## src/rtl/sub_pkg.sv

```systemverilog
// Shared definitions for the bit-serial subtractor.
//   DEF_WIDTH : default operand/result width
//   state_t   : sequencer states (IDLE, RUN, DONE)
package sub_pkg;

    localparam int unsigned DEF_WIDTH = 8;

    typedef enum logic [1:0] {
        IDLE = 2'd0,
        RUN  = 2'd1,
        DONE = 2'd2
    } state_t;

endpackage

```

## src/rtl/fs_bit.sv

```systemverilog
// One-bit full subtractor: diff = x - y - bin, with borrow out.
// Ports:
//   x    : minuend bit
//   y    : subtrahend bit
//   bin  : borrow in
//   diff : difference bit
//   bout : borrow out (set when x < y + bin)
module fs_bit (
    input  logic x,
    input  logic y,
    input  logic bin,
    output logic diff,
    output logic bout
);

    assign diff = x ^ y ^ bin;
    assign bout = (~x & y) | (~x & bin) | (y & bin);

endmodule

```

## src/rtl/serial_subtractor_ctrl.sv

```systemverilog
// Bit-serial subtraction sequencer: d = a - b - borrow_in (mod 2^WIDTH),
// processed LSB first through one shared full-subtractor cell.
// Ports:
//   clk, rst_n       : clock, synchronous active-low reset
//   start            : request; accepted only while ready=1
//   a, b, borrow_in  : operands, sampled on the accepting edge
//   ready            : high in IDLE
//   busy             : high while bits are being processed
//   done             : one-cycle pulse when d/borrow have just updated
//   d, borrow        : registered result and final borrow, held until next result
module serial_subtractor_ctrl
    import sub_pkg::*;
#(
    parameter int unsigned WIDTH = DEF_WIDTH
) (
    input  logic             clk,
    input  logic             rst_n,
    input  logic             start,
    input  logic [WIDTH-1:0] a,
    input  logic [WIDTH-1:0] b,
    input  logic             borrow_in,
    output logic             ready,
    output logic             busy,
    output logic             done,
    output logic [WIDTH-1:0] d,
    output logic             borrow
);

    localparam int unsigned CNT_W = $clog2(WIDTH);

    state_t             r_state;
    logic [WIDTH-1:0]   r_sa;
    logic [WIDTH-1:0]   r_sb;
    logic [WIDTH-1:0]   r_acc;
    logic               r_bq;
    logic [CNT_W-1:0]   r_cnt;
    logic               r_ready;
    logic               r_busy;
    logic               r_done;
    logic [WIDTH-1:0]   r_d;
    logic               r_borrow;

    logic               w_diff;
    logic               w_bout;
    logic               w_last;
    logic [WIDTH-1:0]   w_acc_next;

    // Shared subtract cell always works on the current LSBs and running borrow.
    fs_bit u_fs_bit (
        .x    (r_sa[0]),
        .y    (r_sb[0]),
        .bin  (r_bq),
        .diff (w_diff),
        .bout (w_bout)
    );

    assign w_last     = (r_cnt == CNT_W'(WIDTH - 1));
    // New bit enters at the MSB so that after WIDTH shifts bit 0 sits at the LSB.
    assign w_acc_next = {w_diff, r_acc[WIDTH-1:1]};

    // Sequencer, datapath shift registers and registered outputs.
    always_ff @(posedge clk) begin
        if (!rst_n) begin
            r_state  <= IDLE;
            r_sa     <= '0;
            r_sb     <= '0;
            r_acc    <= '0;
            r_bq     <= 1'b0;
            r_cnt    <= '0;
            r_ready  <= 1'b1;
            r_busy   <= 1'b0;
            r_done   <= 1'b0;
            r_d      <= '0;
            r_borrow <= 1'b0;
        end else begin
            case (r_state)
                IDLE: begin
                    if (start) begin
                        r_sa    <= a;
                        r_sb    <= b;
                        r_bq    <= borrow_in;
                        r_acc   <= '0;
                        r_cnt   <= '0;
                        r_ready <= 1'b0;
                        r_busy  <= 1'b1;
                        r_state <= RUN;
                    end
                end
                RUN: begin
                    r_acc <= w_acc_next;
                    r_sa  <= r_sa >> 1;
                    r_sb  <= r_sb >> 1;
                    r_bq  <= w_bout;
                    if (w_last) begin
                        r_d      <= w_acc_next;
                        r_borrow <= w_bout;
                        r_busy   <= 1'b0;
                        r_done   <= 1'b1;
                        r_state  <= DONE;
                    end else begin
                        r_cnt <= r_cnt + CNT_W'(1);
                    end
                end
                DONE: begin
                    r_done  <= 1'b0;
                    r_ready <= 1'b1;
                    r_state <= IDLE;
                end
                default: begin
                    r_ready <= 1'b1;
                    r_busy  <= 1'b0;
                    r_done  <= 1'b0;
                    r_state <= IDLE;
                end
            endcase
        end
    end

    assign ready  = r_ready;
    assign busy   = r_busy;
    assign done   = r_done;
    assign d      = r_d;
    assign borrow = r_borrow;

endmodule

```

## config.mk

```make
export PLATFORM = sky130hd
export DESIGN_NAME = serial_subtractor_ctrl
export DESIGN_NICKNAME = d
export VERILOG_FILES = /design/src/rtl/sub_pkg.sv /design/src/rtl/fs_bit.sv /design/src/rtl/serial_subtractor_ctrl.sv
export SDC_FILE = /design/constraint.sdc
export NUM_CORES = 1
export LEC_CHECK = 0
export CAP_MARGIN = 30
export CORE_ASPECT_RATIO = 1.4
export CORE_MARGIN = 2
export CORE_UTILIZATION = 51
export DETAILED_ROUTE_END_ITERATION = 6
export PLACE_DENSITY = 0.78
export SETUP_SLACK_MARGIN = 0.4
export SYNTH_ARGS = -nofsm -noshare
export SYNTH_HDL_FRONTEND = slang
export SYNTH_SLANG_ARGS = --single-unit
```

## constraint.sdc

```tcl
create_clock -name clk -period 1.5 [get_ports clk]
set_input_delay 0.3 -clock clk [delete_from_list [all_inputs] [get_ports clk]]
set_output_delay 0.3 -clock clk [all_outputs]
set_load 0.005 [all_outputs]
```

**Word-level counts from Yosys, hierarchy flattened**

Index checks and enable logic that the tools add are counted.

- Reductions and logical operators: 9
- Multiplexer cells: 21
- Bitwise logic cells: 11
- Equal/unequal tests: 6
- Add/subtract/negate cells: 1

Operators by type and width:

| cell | number |
|---|---|
| case mux 8 bit (2 select lines) | 3 |
| two-way mux 8 bit | 3 |
| AND reduction 2 bit | 5 |
| two-way mux 3 bit | 2 |
| inequality test 2 bit (second input constant) | 3 |
| case mux 1 bit (2 select lines) | 3 |
| case mux 3 bit (2 select lines) | 1 |
| AND reduction 3 bit | 2 |
| two-way mux 1 bit | 5 |
| two-way mux 2 bit | 2 |
| inverter 1 bit | 4 |
| case mux 2 bit (2 select lines) | 1 |
| adder 3 x 1 -> 3 bit (second input constant) | 1 |
| bitwise AND 1 bit | 3 |
| == test 3 bit (second input constant) | 1 |
| case mux 1 bit (3 select lines) | 1 |
| == test 2 x 1 -> 1 bit (second input constant) | 1 |
| == test 2 bit (second input constant) | 1 |
| zero test 2 bit | 1 |
| OR 1 bit | 2 |
| nonzero test 2 bit | 1 |
| XOR 1 bit | 2 |

- Input port bits: 20
- Flip-flop bits (word level): 42
- Word-level logic and storage cells: 59
- Output and inout bits: 12

**Depth between registers and ports, before layout**

Gate-level depths: netlist of the first run.

- Depth after elaboration: 5
- Mapped depth: 6
- Mapped depth without buffers: 5

**Modules after synthesis**

Synthesis of the first run repeated with hierarchy kept, for this count alone.

- Cell total of the unflattened synthesis: 175
- Area total of the unflattened synthesis: 1829.3 um^2

By module, submodules not included:

| module | seq. area each (um^2) | times used | area an instance (um^2) | cells each |
|---|---|---|---|---|
| serial_subtractor_ctrl | 820.8 | 1 | 1801.7 | 172 |
| fs_bit | 0.0 | 1 | 27.5 | 3 |

**Least setup slack after synthesis of the first run**

Ideal clock, no wire load.

- Path kind: reg2reg
- Start: register r_cnt[0]
- End: register r_d[7] (netlist: d[7])
- Path slack: 0.149 ns
- Stages on the path, launching flop included: 6
- Clock period less this slack: 1.351 ns
- Data arrival time: 1.234 ns
- Path buffers: 1
- Library setup time: 0.116 ns
- Data required time: 1.384 ns
- Cell sequence: dfxtp_1 -> ha_1 -> ha_1 -> and3b_1 -> buf_4 -> o211a_1

- Cells in the longest elaborated chain, start to end: 2

Ends and longest elaborated chain:

| element | RTL line | text |
|---|---|---|
| from (decl) | serial_subtractor_ctrl.sv:36 | `logic [CNT_W-1:0] r_cnt;` |
| from (signal assigned) | serial_subtractor_ctrl.sv:101 | `r_cnt <= r_cnt + CNT_W'(1);` |
| == test 3 bit | serial_subtractor_ctrl.sv:57 | `assign w_last = (r_cnt == CNT_W'(WIDTH - 1));` |
| AND reduction 2 bit (no source line) | -- |  |
| to (signal assigned) | serial_subtractor_ctrl.sv:95 | `r_d <= w_acc_next;` |
| to (decl) | serial_subtractor_ctrl.sv:40 | `logic [WIDTH-1:0] r_d;` |

No other way between the ends.
A chain may end at the register's enable or synchronous reset.

**Worst setup path after layout of the first run**

- Start: register r_cnt[1]
- End: register r_d[0] (netlist: d[0])

Same word-level chain as after synthesis.

==> run_results.csv, run 1 <==
group,metric,value,unit
clock_network,cts_root_buffer,"clkbuf_8",
worst_setup_path,worstSetupPathType,"flip-flop to flip-flop",
sta,rsz0062_at_grt,"yes",
synth,yosysSeqAreaShare,0.462,
drt,viasPerCell,5.62,
sta,finalHoldViolCount,0,
min_path,hp-class,"flip-flop to flip-flop",
run,drv_cap,0,
final_layout,syn2layout_area_growth,55.0,%
synth,synth_top_area_frac,0.462,
placement,gp_congestion,0.766,
drt,drc,0,
global_route,grt_usage,0.227,
min_path,hp-start,"d[2]$_SDFFE_PN0P_",
synth,synth_area_leader_cell,"dfxtp_1",
synth,ys.flop_type,"dfxtp_1",
floorplan,io_pins,32,
synth,yosys-top-cells-area,"dfxtp_1 (46%), mux2i_1 (8.5%), o211a_1 (8.5%), nand2_1 (8.0%), nor2b_1 (3.9%)",
power_and_ir_drop,power_density,966,nW/um^2
drt,wl_per_cell,18.3,um
worst_setup_path,worstPathRequired,1.70,ns
final_layout,nNetsFinal,252,
placement,hpwl,2.56,mm
drt,drt_iter0_drc,38,
sta,finalMaxSlewViolations,0,
sta,finalSetupViolations,0,
clock_network,cts-hold-fix-buffers,0,
placement,dpl.cell_count,245,
worst_setup_path,crit_path_max_fanout,6,
global_route,grt_pass1_vias,1439,
sta,hold_ws,0.455,ns
floorplan,core,3350,sq um
sta,relSlewSlack,0.786,
synth,syn-cell-area,1780,sq um
worst_setup_path,cp-startpoint,"r_cnt[1]$_SDFFE_PN0P_",
clock_network,numCtsBuffers,5,
floorplan,die_y,73.8,um
drt,vias,1517,
clock_network,clock_latency,0.30,ns
floorplan,dieArea,3980,sq um
worst_setup_path,r2r_start,"r_cnt[1]$_SDFFE_PN0P_",
outcome,status,"completed",
final_layout,fin_cells,270,
synth,synth.distinct_cells,27,
synth,async_flop_share,0,
worst_setup_path,cp-end-kind,"flip-flop",
synth,avgSynthCellArea,10.0,sq um
sta,fmax,756,MHz
global_route,grt_pass1_wl,6.53,mm
synth,synthesis.nets,200,
placement,portBuffers,31,
floorplan,die_w,53.9,um
final_layout,drive_gt1_frac,0.478,
sta,fin_crit,1.32,ns
sta,tightestPinTransition,0.312,ns
floorplan,start_util,0.531,
worst_setup_path,critPathLaunchType,"flip-flop",
global_route,grt_max_degree,32,
synth,ys_top_cells_by_count,"dfxtp_1 (41), nand2_1 (38), mux2i_1 (15), o211a_1 (15), nor2b_1 (11)",
final_layout,final_area,2750,sq um
worst_setup_path,crit_arrival,1.53,ns
clock_network,cts.clk_slew.worst_paths,0.08,ns
clock_network,cts_tree,"built",
sta,fin_worst_skew,0.00682,ns
synth,yosysWarnings,0,
synth,synth.most_common_cell,"dfxtp_1",
synth,ys_ff_latch,41,
final_layout,antennaDiodeCount,0,
drt,routed_wl,4.94,mm
sta,fin_crit_sh,0.882,
placement,postPlaceCellArea,2180,sq um
synth,synth_cells,177,
clock_network,cts_sinks,41,
clock_network,clk_path_buf_depth,2,
power_and_ir_drop,ir_drop,0.783,mV
synth,synth_edf_count,0,
drt,firstDrtPassIters,4,
global_route,grt_remaining_overflow,0,
clock_network,htreeDepth,2,
drt,drtAntennaViolNets,0,
global_route,antenna_found_initial,0,
floorplan,core.rowCount,25,
power_and_ir_drop,p_leak,1.23,nW
power_and_ir_drop,power,2.66,mW
[cells by family (layout without fill, tap and decap cells)]
kind of cell               count (synthesis)  in the layout  share of synthesized area
AOI/OAI and AO/OA                         43             43                      0.200
muxes                                     15             15                     0.0845
and+or+nand+nor                           60             61                      0.168
DFF                                       41             41                      0.462
buffers and inverters                     15             67                     0.0606
adders and majority gates                  3              3                     0.0254
[worst paths after layout]
kind | end | slack [ns] | depth (start not counted)
worst max-delay path | d[0]$_SDFFE_PN0P_ | 0.18 | 5
worst min-delay path | d[2]$_SDFFE_PN0P_ | 0.45 | 2
worst max register to register | d[0]$_SDFFE_PN0P_ | 0.18 | 5
worst min register to register | d[2]$_SDFFE_PN0P_ | 0.45 | 2
[cells in the final DEF (no fill, tap or decap), types with 8 or more instances in the layout]
master | synthesis | layout
dfxtp_2 | 0 | 16
nand2_4 | 0 | 8
buf_4 | 2 | 11
mux2i_1 | 15 | 8
o211a_1 | 15 | 15
a22oi_2 | 0 | 8
buf_2 | 2 | 11
dfxtp_1 | 41 | 23
clkdlybuf4s50_1 | 0 | 17
nand2_1 | 38 | 25
nor2b_1 | 11 | 10
[stage by stage]
| stage | setup WS, ns | util | setup TNS [ns] |
|---|---|---|---|
| finish | 0.177 | 0.823 | 0 |
| global route | 0.131 | 0.823 | 0 |
| CTS | 0.190 | 0.720 | 0 |
| detailed placement | -0.0678 | 0.650 | -0.374 |
| global placement | -0.00405 | 0.650 | -0.0191 |
| floorplan | 0.268 | - | 0 |
[final cells by class]
| cell class | count | area [sq um] |
|---|---|---|
| clock buffers | 6 | 82.6 |
| clock inverters | 2 | 37.5 |
| repair buffers | 57 | 648 |
| well taps | 40 | 50.0 |
| fillers | 178 | 593 |
| multi-input cells | 122 | 1080 |
| inverters | 2 | 7.51 |
| flip-flops and latches | 41 | 848 |
[where the power goes]
group	internal, mW	switching, mW	total, mW
Clock	0.541	0.400	0.941
Sequential	1.14	0.0431	1.19
Combinational	0.315	0.218	0.534
Total	2.00	0.661	2.66
[routing by layer]
metal | vias to the layer above | routed length, um | track usage
li1 | 721 | - | -
met1 | 738 | 1860 | 0.245
met2 | 44 | 2710 | 0.413
met3 | 14 | 227 | 0.0407
met4 | 0 | 142 | 0.0997
met5 | - | 0 | 0
[worst max-delay path, cell delays in order (launching register included)]
cell      delay, ns
dfxtp_2        0.36
ha_4           0.15
ha_4           0.17
and3b_2        0.28
nand2_1        0.07
a21boi_0       0.20
[what timing repair did]
action | CTS | global route
buffers inserted | 5 | 5
pin swaps | 7 | 11
endpoints found under the setup margin | 52 | 42
gates resized for setup | 77 | 51
gates cloned | 2 | 5
[state kept, by name, indices dropped and copies added (netlist names)]
name,flops
r_sb,8
d,8
r_acc,7
r_cnt,3
r_bq,1
ready,1
r_state,2
r_sa,8
busy,1
done,1
borrow,1
Note: power is estimated with default switching activity, not from simulation.
==> run 2, diff against run 1 <==
--- a/config.mk
+++ b/config.mk
@@ -12,6 +12,7 @@
 export DETAILED_ROUTE_END_ITERATION = 6
 export PLACE_DENSITY = 0.78
 export SETUP_SLACK_MARGIN = 0.4
+export SLEW_MARGIN = 20
 export SYNTH_ARGS = -nofsm -noshare
 export SYNTH_HDL_FRONTEND = slang
 export SYNTH_SLANG_ARGS = --single-unit
==> results of run 2 <==
Final layout, timing and power as in run 1 (identical DEF).
==> run 3, diff against run 2 <==
--- a/config.mk
+++ b/config.mk
@@ -5,12 +5,13 @@
 export SDC_FILE = /design/constraint.sdc
 export NUM_CORES = 1
 export LEC_CHECK = 0
+export ABC_AREA = 1
 export CAP_MARGIN = 30
 export CORE_ASPECT_RATIO = 1.4
 export CORE_MARGIN = 2
-export CORE_UTILIZATION = 51
+export CORE_UTILIZATION = 52
 export DETAILED_ROUTE_END_ITERATION = 6
-export PLACE_DENSITY = 0.78
+export PLACE_DENSITY = 0.79
 export SETUP_SLACK_MARGIN = 0.4
 export SLEW_MARGIN = 20
 export SYNTH_ARGS = -nofsm -noshare
==> run_results.csv, run 3 <==
group,metric,value,unit
outcome,status,"completed",
final_layout,nNetsFinal,353,
final_layout,final_common_cell,"nand2_1",
placement,portBuffers,31,
synth,ys_ff_latch,41,
clock_network,clock_latency,0.31,ns
floorplan,die_y,74.7,um
power_and_ir_drop,power,2.66,mW
sta,finalMaxSlewViolations,0,
drt,routed_wl,6.31,mm
worst_setup_path,max_stage_delay,0.62,ns
synth,ys_top_cells_by_count,"nand2_1 (102), dfxtp_1 (41), nand3_1 (36)",
global_route,grt_pass1_wl,7.38,mm
sta,fin_worst_skew,0.00490,ns
power_and_ir_drop,p_leak,1.39,nW
worst_setup_path,r2r_cells,4,
sta,fin_tns_setup,0,ns
worst_setup_path,worst-r2r-setup-slack,0.20,ns
placement,hpwl,2.66,mm
sta,fmax,770,MHz
power_and_ir_drop,power_density,912,nW/um^2
drt,drc,0,
global_route,grt_pass1_vias,1741,
min_path,hp-start,"rst_n",
power_and_ir_drop,combinationalPowerShare,0.207,
final_layout,antennaDiodeCount,0,
clock_network,cts.clk_slew.worst_paths,0.09,ns
floorplan,core.rowCount,25,
synth,async_flop_share,0,
global_route,grt_remaining_overflow,0,
worst_setup_path,crit_path_max_fanout,2,
synth,syn-cell-area,1860,sq um
clock_network,cts_root_buffer,"clkbuf_8",
clock_network,cts_tree,"built",
power_and_ir_drop,p_sw,0.763,mW
run,drv_cap,0,
drt,drt_iter0_drc,76,
min_path,holdPathStages,3,
final_layout,final_area,2920,sq um
clock_network,clk_path_buf_depth,2,
drt,vias,2103,
synth,yosysWarnings,0,
drt,wl_per_cell,17.0,um
final_layout,utilization,0.856,
synth,synth.most_common_cell,"nand2_1",
worst_setup_path,crit_path_top_delay_cell,"fa_2",
clock_network,cts_sinks,41,
floorplan,io_pins,32,
worst_setup_path,r2r-end,"r_acc[7]$_SDFFE_PN0P_",
final_layout,syn2layout_area_growth,57.2,%
global_route,antenna_found_initial,0,
worst_setup_path,crit_arrival,1.49,ns
clock_network,numCtsBuffers,5,
sta,tightestPinTransition,0.383,ns
global_route,grt_usage,0.249,
floorplan,core,3410,sq um
synth,synth.distinct_cells,20,
drt,dr.max_layer_used,"met4",
clock_network,cts-hold-fix-buffers,0,
drt,wl_met1,2.12,mm
floorplan,start_util,0.545,
worst_setup_path,worstSetupPathType,"flip-flop to flip-flop",
drt,dr_wl_met3,499,um
clock_network,htreeDepth,2,
synth,synth_top_area_frac,0.442,
power_and_ir_drop,pwr-share-clk,0.352,
synth,yosysSeqAreaShare,0.442,
placement,gp_congestion,0.810,
synth,synth_area_leader_cell,"dfxtp_1",
power_and_ir_drop,p_int,1.90,mW
sta,relSlewSlack,0.744,
final_layout,final_cell_mix,"nand2_1 (66), nand3_1 (30), nor2_1 (26), nand2_2 (24), dfxtp_1 (24)",
synth,ys.flop_type,"dfxtp_1",
worst_setup_path,cp-end-kind,"flip-flop",
power_and_ir_drop,swShare,0.287,
drt,firstDrtPassIters,6,
worst_setup_path,r2r_start,"r_bq$_SDFFE_PN0P_",
final_layout,drive_gt1_frac,0.399,
worst_setup_path,critPathLaunchType,"flip-flop",
worst_setup_path,path_cells,"fa_2 -> inv_1 -> nand2_1 -> a21oi_1",
synth,synth_edf_count,0,
synth,synth_cells,273,
floorplan,die_w,54.5,um
min_path,whs_endpoint,"done$_SDFFE_PN0P_",
synth,yosys-top-cells-area,"dfxtp_1 (44%), nand2_1 (21%), nand3_1 (9.7%), nor2_1 (7.1%), inv_1 (4.4%)",
sta,fin_crit_sh,0.866,
power_and_ir_drop,p_seq_frac,0.441,
sta,hold_ws,0.437,ns
placement,postPlaceCellArea,2220,sq um
sta,finalHoldViolCount,0,
synth,synthesis.nets,296,
sta,fin_crit,1.30,ns
global_route,grt_max_degree,20,
sta,finalSetupViolations,0,
min_path,hp-class,"primary input to flip-flop",
drt,viasPerCell,5.67,
synth,avgSynthCellArea,6.80,sq um
drt,drtAntennaViolNets,0,
sta,rsz0062_at_grt,"yes",
power_and_ir_drop,ir_drop,0.838,mV
drt,route.met2.wl,3.35,mm
worst_setup_path,worstPathRequired,1.69,ns
floorplan,dieArea,4070,sq um
==> run 3: cell count changes in the layout (fill, tap and decap cells not counted), sizes merged, moves of 5 or more <==
cell / previous run / this run
a21boi: 9 / 0
a21oi: 3 / 13
a22oi: 9 / 0
buf: 32 / 39
inv: 2 / 24
mux2i: 15 / 0
nand2: 38 / 104
nand2b: 5 / 0
nand3: 0 / 36
nor2: 0 / 36
nor2b: 11 / 0
o211a: 15 / 0
==> run 3: worst max-delay path, delay by kind of cell, from the launching register on <==
| kind | cells | cell delay [ns] |
|---|---|---|
| adders and majority gates | 1 | 0.62 |
| and+or+nand+nor | 1 | 0.08 |
| AOI/OAI and AO/OA | 1 | 0.07 |
| DFF | 1 | 0.35 |
| buffers and inverters | 1 | 0.07 |
==> run 3: worst max path at each step <==
stage,startpoint,endpoint,cells after the start
after global placement,start,r_sb[5]$_SDFFE_PN0P_,6
after floorplan,r_bq$_SDFFE_PN0P_,r_acc[7]$_SDFFE_PN0P_,4
after detailed placement,start,r_sb[1]$_SDFFE_PN0P_,6
final,r_bq$_SDFFE_PN0P_,r_acc[7]$_SDFFE_PN0P_,4
after CTS,r_bq$_SDFFE_PN0P_,r_acc[7]$_SDFFE_PN0P_,4
after global routing,r_sa[0]$_SDFFE_PN0P_,r_acc[7]$_SDFFE_PN0P_,5
==> run 3: logic make-up after synthesis <==
group / Yosys count / synth area share
and+or+nand+nor: 176 / 0.389
adders and majority gates: 3 / 0.0243
DFF: 41 / 0.442
buffers and inverters: 38 / 0.102
AOI/OAI and AO/OA: 15 / 0.0424
==> run 3: stage by stage <==
step | setup WS, ns | std cells
finish | 0.201 | 371
global route | 0.163 | 371
CTS | 0.294 | 355
detailed placement | 0.0921 | 338
global placement | 0.111 | 338
floorplan | 0.390 | 273
==> run 3: layer usage <==
| layer | vias to the layer above | GRT usage |
|---|---|---|
| met1 | 987 | 0.267 |
| met5 | - | 0 |
| met4 | 0 | 0.122 |
| met2 | 121 | 0.439 |
| li1 | 962 | - |
| met3 | 33 | 0.0655 |
==> run 3: what timing repair did <==
item	4_1_cts	5_1_grt
setup buffers	7	10
pin swaps	3	26
setup endpoints to repair	52	41
resized for setup	79	75
gates cloned	2	6
==> run 3: cell type report <==
class,instances,area (sq um)
Tap cell,40,50.0
Inverter,24,105
Clock buffer,5,68.8
Clock inverter,3,46.3
Sequential cell,41,850
Fill cell,181,490
Timing Repair Buffer,63,666
Multi-Input combinational cell,195,1130
==> run 3: power groups by stage <==
stage                     clock network, mW  registers [mW]  logic, mW
after floorplan                           0            1.18      0.209
after global placement                    0            1.19      0.306
after detailed placement                  0            1.19      0.312
after CTS                             0.912            1.17      0.365
after global routing                  0.970            1.18      0.583
final                                 0.937            1.17      0.550
